**src/rtl/glyph_plotter.sv**
```systemverilog
`default_nettype none
// ============================================================================
// glyph_plotter : raster-walks one scaled bitmap glyph, one VGA pixel per clk
// Rev 1.0
// ============================================================================
module glyph_plotter #(
    parameter int GLYPH_W = 3,
    parameter int GLYPH_H = 5,
    parameter int SCALE   = 1,
    parameter int X_W     = 8,
    parameter int Y_W     = 7,
    parameter int COLOR_W = 3,
    parameter int X_MAX   = 159,
    parameter int Y_MAX   = 119,
    parameter int DRAW_BG = 0,
    parameter int CLIP    = 1
) (
    input  logic                       clk,
    input  logic                       reset,
    input  logic                       start,
    input  logic [GLYPH_W*GLYPH_H-1:0] pattern,
    input  logic [X_W-1:0]             x0,
    input  logic [Y_W-1:0]             y0,
    input  logic [COLOR_W-1:0]         fg_color,
    input  logic [COLOR_W-1:0]         bg_color,
    output logic [X_W-1:0]             x,
    output logic [Y_W-1:0]             y,
    output logic [COLOR_W-1:0]         colour,
    output logic                       plot,
    output logic                       busy,
    output logic                       done
);
    localparam int NPIX = GLYPH_W * GLYPH_H;
    localparam int GXW  = (GLYPH_W > 1) ? $clog2(GLYPH_W) : 1;
    localparam int GYW  = (GLYPH_H > 1) ? $clog2(GLYPH_H) : 1;
    localparam int SW   = (SCALE > 1) ? $clog2(SCALE) : 1;
    localparam int IW   = (NPIX > 1) ? $clog2(NPIX) : 1;
    localparam int XS   = X_W + 1;
    localparam int YS   = Y_W + 1;

    typedef enum logic [1:0] {
        S_IDLE = 2'd0,
        S_DRAW = 2'd1,
        S_DONE = 2'd2
    } state_t;

    state_t               r_state, w_next;
    logic [NPIX-1:0]      r_pat;
    logic [X_W-1:0]       r_x0, r_x;
    logic [Y_W-1:0]       r_y0, r_y;
    logic [COLOR_W-1:0]   r_fg, r_bg, r_colour;
    logic                 r_plot;
    logic [GXW-1:0]       r_gx;
    logic [GYW-1:0]       r_gy;
    logic                 r_fin;

    logic                 w_accept, w_emit;
    logic [SW-1:0]        w_sx, w_sy;
    logic                 w_sx_last, w_sy_last, w_gx_last, w_gy_last;
    logic                 w_row_end, w_glyph_end;
    logic [XS-1:0]        w_xsum;
    logic [YS-1:0]        w_ysum;
    logic [IW-1:0]        w_idx;
    logic                 w_bit, w_vis;

    always_ff @(posedge clk or negedge reset) begin
        if (!reset) r_state <= S_IDLE;
        else        r_state <= w_next;
    end

    // r_fin marks that the last pixel has been issued; DRAW then spends one
    // more cycle so the final pixel is visible before done rises.
    always_comb begin
        w_next   = r_state;
        w_accept = 1'b0;
        w_emit   = 1'b0;
        case (r_state)
            S_IDLE: begin
                if (start) begin
                    w_next   = S_DRAW;
                    w_accept = 1'b1;
                end
            end
            S_DRAW: begin
                if (r_fin) w_next = S_DONE;
                else       w_emit = 1'b1;
            end
            S_DONE: begin
                w_accept = start;
                w_next   = start ? S_DRAW : S_IDLE;
            end
            default: w_next = S_IDLE;
        endcase
    end

    generate
        if (SCALE > 1) begin : g_scale
            logic [SW-1:0] r_sx, r_sy;
            always_ff @(posedge clk or negedge reset) begin
                if (!reset) begin
                    r_sx <= '0;
                    r_sy <= '0;
                end else if (w_accept) begin
                    r_sx <= '0;
                    r_sy <= '0;
                end else if (w_emit) begin
                    r_sx <= w_sx_last ? '0 : r_sx + SW'(1);
                    if (w_row_end) r_sy <= w_sy_last ? '0 : r_sy + SW'(1);
                end
            end
            assign w_sx      = r_sx;
            assign w_sy      = r_sy;
            assign w_sx_last = (r_sx == SW'(SCALE - 1));
            assign w_sy_last = (r_sy == SW'(SCALE - 1));
        end else begin : g_noscale
            assign w_sx      = '0;
            assign w_sy      = '0;
            assign w_sx_last = 1'b1;
            assign w_sy_last = 1'b1;
        end
    endgenerate

    assign w_gx_last   = (r_gx == GXW'(GLYPH_W - 1));
    assign w_gy_last   = (r_gy == GYW'(GLYPH_H - 1));
    assign w_row_end   = w_sx_last & w_gx_last;
    assign w_glyph_end = w_row_end & w_sy_last & w_gy_last;

    // One extra bit so clipping sees coordinates that ran past the screen.
    assign w_xsum = XS'(r_x0) + XS'(r_gx) * XS'(SCALE) + XS'(w_sx);
    assign w_ysum = YS'(r_y0) + YS'(r_gy) * YS'(SCALE) + YS'(w_sy);
    assign w_idx  = IW'(r_gy) * IW'(GLYPH_W) + IW'(r_gx);
    assign w_bit  = r_pat[IW'(NPIX - 1) - w_idx];
    assign w_vis  = (CLIP == 0) ||
                    ((w_xsum <= XS'(X_MAX)) && (w_ysum <= YS'(Y_MAX)));

    always_ff @(posedge clk or negedge reset) begin
        if (!reset) begin
            r_pat    <= '0;
            r_x0     <= '0;
            r_y0     <= '0;
            r_fg     <= '0;
            r_bg     <= '0;
            r_gx     <= '0;
            r_gy     <= '0;
            r_fin    <= 1'b0;
            r_x      <= '0;
            r_y      <= '0;
            r_colour <= '0;
            r_plot   <= 1'b0;
        end else begin
            r_plot <= 1'b0;
            if (w_accept) begin
                r_pat <= pattern;
                r_x0  <= x0;
                r_y0  <= y0;
                r_fg  <= fg_color;
                r_bg  <= bg_color;
                r_gx  <= '0;
                r_gy  <= '0;
                r_fin <= 1'b0;
            end else if (w_emit) begin
                r_x      <= w_xsum[X_W-1:0];
                r_y      <= w_ysum[Y_W-1:0];
                r_colour <= w_bit ? r_fg : r_bg;
                r_plot   <= (w_bit | (DRAW_BG != 0)) & w_vis;
                if (w_sx_last) r_gx <= w_gx_last ? '0 : r_gx + GXW'(1);
                if (w_row_end & w_sy_last) r_gy <= w_gy_last ? '0 : r_gy + GYW'(1);
                if (w_glyph_end) r_fin <= 1'b1;
            end
        end
    end

    assign x      = r_x;
    assign y      = r_y;
    assign colour = r_colour;
    assign plot   = r_plot;
    assign busy   = (r_state == S_DRAW);
    assign done   = (r_state == S_DONE);
endmodule
`default_nettype wire

```
**config.mk**
```make
export PLATFORM = sky130hd
export DESIGN_NAME = glyph_plotter
export DESIGN_NICKNAME = d
export VERILOG_FILES = /design/src/rtl/glyph_plotter.sv
export SDC_FILE = /design/constraint.sdc
export NUM_CORES = 1
export LEC_CHECK = 0
export BUFFER_PORTS_ARGS = -buffer_cell sky130_fd_sc_hd__buf_2
export CORE_MARGIN = 5
export CORE_UTILIZATION = 35
export CTS_BUF_LIST = sky130_fd_sc_hd__clkbuf_2 sky130_fd_sc_hd__clkbuf_4 sky130_fd_sc_hd__clkbuf_8
export DETAILED_ROUTE_END_ITERATION = 10
export HOLD_SLACK_MARGIN = 0.08
export MAX_ROUTING_LAYER = met4
export SYNTH_ARGS = -nofsm -noshare
export SYNTH_HDL_FRONTEND = slang
export SYNTH_SLANG_ARGS = --single-unit
```
**constraint.sdc**
```tcl
create_clock -name clk -period 9.6 [get_ports clk]
set_clock_uncertainty 0.2 [all_clocks]
set_input_delay 0.48 -clock clk [delete_from_list [all_inputs] [get_ports clk]]
set_output_delay 0.48 -clock clk [all_outputs]
set_load 0.005 [all_outputs]
```
==> impl_metrics.py <==
metrics = {
    "sta": {
        "slew_headroom_pct": 46.0,
        "holdWs_ns": 0.108,
        "finalSetupTns_ns": 0,
        "max_freq_ghz": 0.296,
        "rsz0062_at_grt": "false",
        "setup_viol": 0,
        "fin_crit_sh_pct": 35.1,
        "maxSlewViolCount": 0,
        "worst_pin_slew_ns": 0.806,
        "finalHoldViolCount": 0,
        "fin_crit_ns": 3.37,
    },
    "grt": {
        "grt_max_degree": 64,
        "grt_use_total_pct": 13.6,
        "first_global_vias": 2508,
        "antenna_found_initial": 0,
        "grt_pass1_wl_mm": 11.8,
        "overflow": 0,
    },
    "logic_synthesis": {
        "yosysUniqueCellTypes": 35,
        "synth_top_cell_by_area": "dfrtp_1",
        "async_reset_ff_share_pct": 100,
        "ys_ff_latch": 63,
        "synth_warnings": 0,
        "yosysMostFrequentCell": "nand2_1",
        "synthTopCellsByArea": "dfrtp_1, nand2_1, ha_1, o21ai_0, fa_1",
        "synth_edf_count": 0,
        "syn_nets": 386,
        "ys_top_cells_by_count": "nand2_1, dfrtp_1, o21ai_0",
        "avgSynthCellArea_um2": 9.40,
        "seq_area_frac_synth_pct": 50.5,
        "ys.flop_type": "dfrtp_1",
        "synth_top_area_share_pct": 50.5,
        "syn_inst": 332,
        "syn_area_mm2": 0.00312,
    },
    "flow_run": {
        "maxCapViolations": 0,
    },
    "min_path": {
        "hold_path.class": "in -> async",
    },
    "clock_tree": {
        "numCtsBuffers": 9,
        "clkTransAtPathRegs_ns": 0.07,
        "htree_num_levels": 3,
        "cts.sinks": 63,
        "clockBufferDepth": 2,
        "cts_resized": 0,
        "clock-root-buffer": "clkbuf_8",
        "cts_tree": "done",
        "holdBufCountCts": 0,
        "cts_setup_buffers": 0,
        "clock_latency_ns": 0.34,
    },
    "power": {
        "power_leakage_uw": 0.00190,
        "ir_worst_vdd_uv": 158,
        "cellPowerDensity_mw_per_mm2": 404,
    },
    "setup_path": {
        "reg2reg_from": "r_gy[0]",
        "crit_path_end_kind": "register",
        "startpoint_type": "register",
        "crit_fanout": 6,
        "reg2regPathDepth": 7,
        "reg2reg_to": "colour[0]",
        "arrival_ns": 3.37,
        "reg2reg_slack_ns": 6.23,
        "critical_path_class": "reg -> reg",
        "crit_required_ns": 9.60,
    },
    "die": {
        "core_mm2": 0.00872,
        "pin_count": 60,
        "die_h_um": 104,
        "die_width_um": 104,
        "num_rows": 34,
        "die_area_mm2": 0.0109,
        "start_util_pct": 35.8,
    },
    "detailed_routing": {
        "drt_wl_total_mm": 6.74,
        "avgViaCountPerCell": 4.68,
        "ant_nets": 0,
        "drc": 0,
        "dr.pass1.iters": 4,
        "num_vias": 2354,
        "dr.first_iter.drc_count": 111,
        "wl_per_cell_um": 13.4,
    },
    "place": {
        "dp_hpwl_mm": 4.88,
        "dpl.cell_count": 488,
        "port_buffers": 59,
        "gp_congestion": 0.768,
    },
    "final_layout": {
        "area_growth_pct": 19.7,
        "final_nets": 445,
        "antenna_cells": 0,
        "drive_gt1_share_pct": 22.0,
        "final_cells": 503,
    },
    "status": {
        "status": "finished clean",
    },
}
metrics by stage:
step	instance area (um^2)	power (uW)	setup slack, ns	util, %
detailed placement	3520	1270	6.26	40.4
global route	3740	1660	6.06	42.8
floorplan	3120	1100	6.50	-
global placement	3520	1240	6.32	40.4
finish	3740	1510	6.23	42.8
CTS	3740	1530	6.23	42.8
report_power, final:
part | leakage (uW) | internal (uW) | switching, uW
clock | 0.000113 | 154 | 98.1
combinational | 0.00101 | 375 | 393
sequential | 0.000785 | 395 | 94.5
cell type report:
cell class	count	area (um^2)
clock buffer	11	145
multi-input combinational	246	1450
clock inverter	4	70.1
sequential	63	1580
fill	890	4980
tap	108	135
timing repair buffer	63	325
inverter	8	30.0
sequential cells by signal (all words and copies together), names as in the netlist, 3 cells and up:
signal / count
y: 7
r_y0: 7
x: 8
colour: 3
r_pat: 15
r_gy: 3
r_x0: 8
r_fg: 3
r_bg: 3
per-layer routing:
metal  GRT usage [%]  share of wire, %  vias up
li1                -                 -     1205
met1            17.2                48     1080
met2            21.1                46       61
met3            3.91               5.0        8
met4            4.26               1.5        0
met5               -                 0        -
placed cells by master, fill, tap and decap left out, types with 2 or more instances in the layout:
cell	instances
nand3_1	9
ha_1	11
mux2i_1	7
mux2_2	4
o311ai_1	2
mux4_1	2
a21o_1	2
dfrtp_1	63
fa_1	4
nand2b_1	4
nand2_1	137
o31ai_1	2
buf_4	4
nor3_1	3
inv_1	8
o21ai_0	17
clkbuf_8	10
and2_1	2
bufinv_16	2
buf_2	59
nor2b_1	3
nand3b_1	2
clkinv_2	2
xor2_1	6
nor2_1	6
a21oi_1	6
xnor2_1	6
how the worst max path moves through the flow:
stage                     startpoint        end  slack (ns)
final                        r_gy[0]  colour[0]        6.23
after global routing         r_gx[1]  colour[0]        6.06
after CTS                    r_gx[1]  colour[0]        6.23
after detailed placement     r_gy[0]  colour[0]        6.26
after global placement       r_gx[1]  colour[0]        6.32
after floorplan              r_gx[1]  colour[0]        6.50
worst max-delay path, stage by stage (launching register included):
cell and delay [ns]:
dfrtp_1 0.43, inv_1 0.12, fa_1 0.53, fa_1 0.70, mux4_1 0.64, mux2i_4 0.26, mux2i_1 0.26, o311ai_2 0.10
cells by family after synthesis:
group / count (synthesis) / share of synthesized area [%]
multiplexers: 15 / 6.81
adder cells (fa/ha/maj): 15 / 6.97
buffers and inverters: 23 / 3.01
XOR/XNOR: 13 / 3.89
AND/OR/NAND/NOR: 171 / 22.5
AO/OA/AOI/OAI: 32 / 6.29
flip-flops: 63 / 50.5
Power figures use the tool's default switching activity.
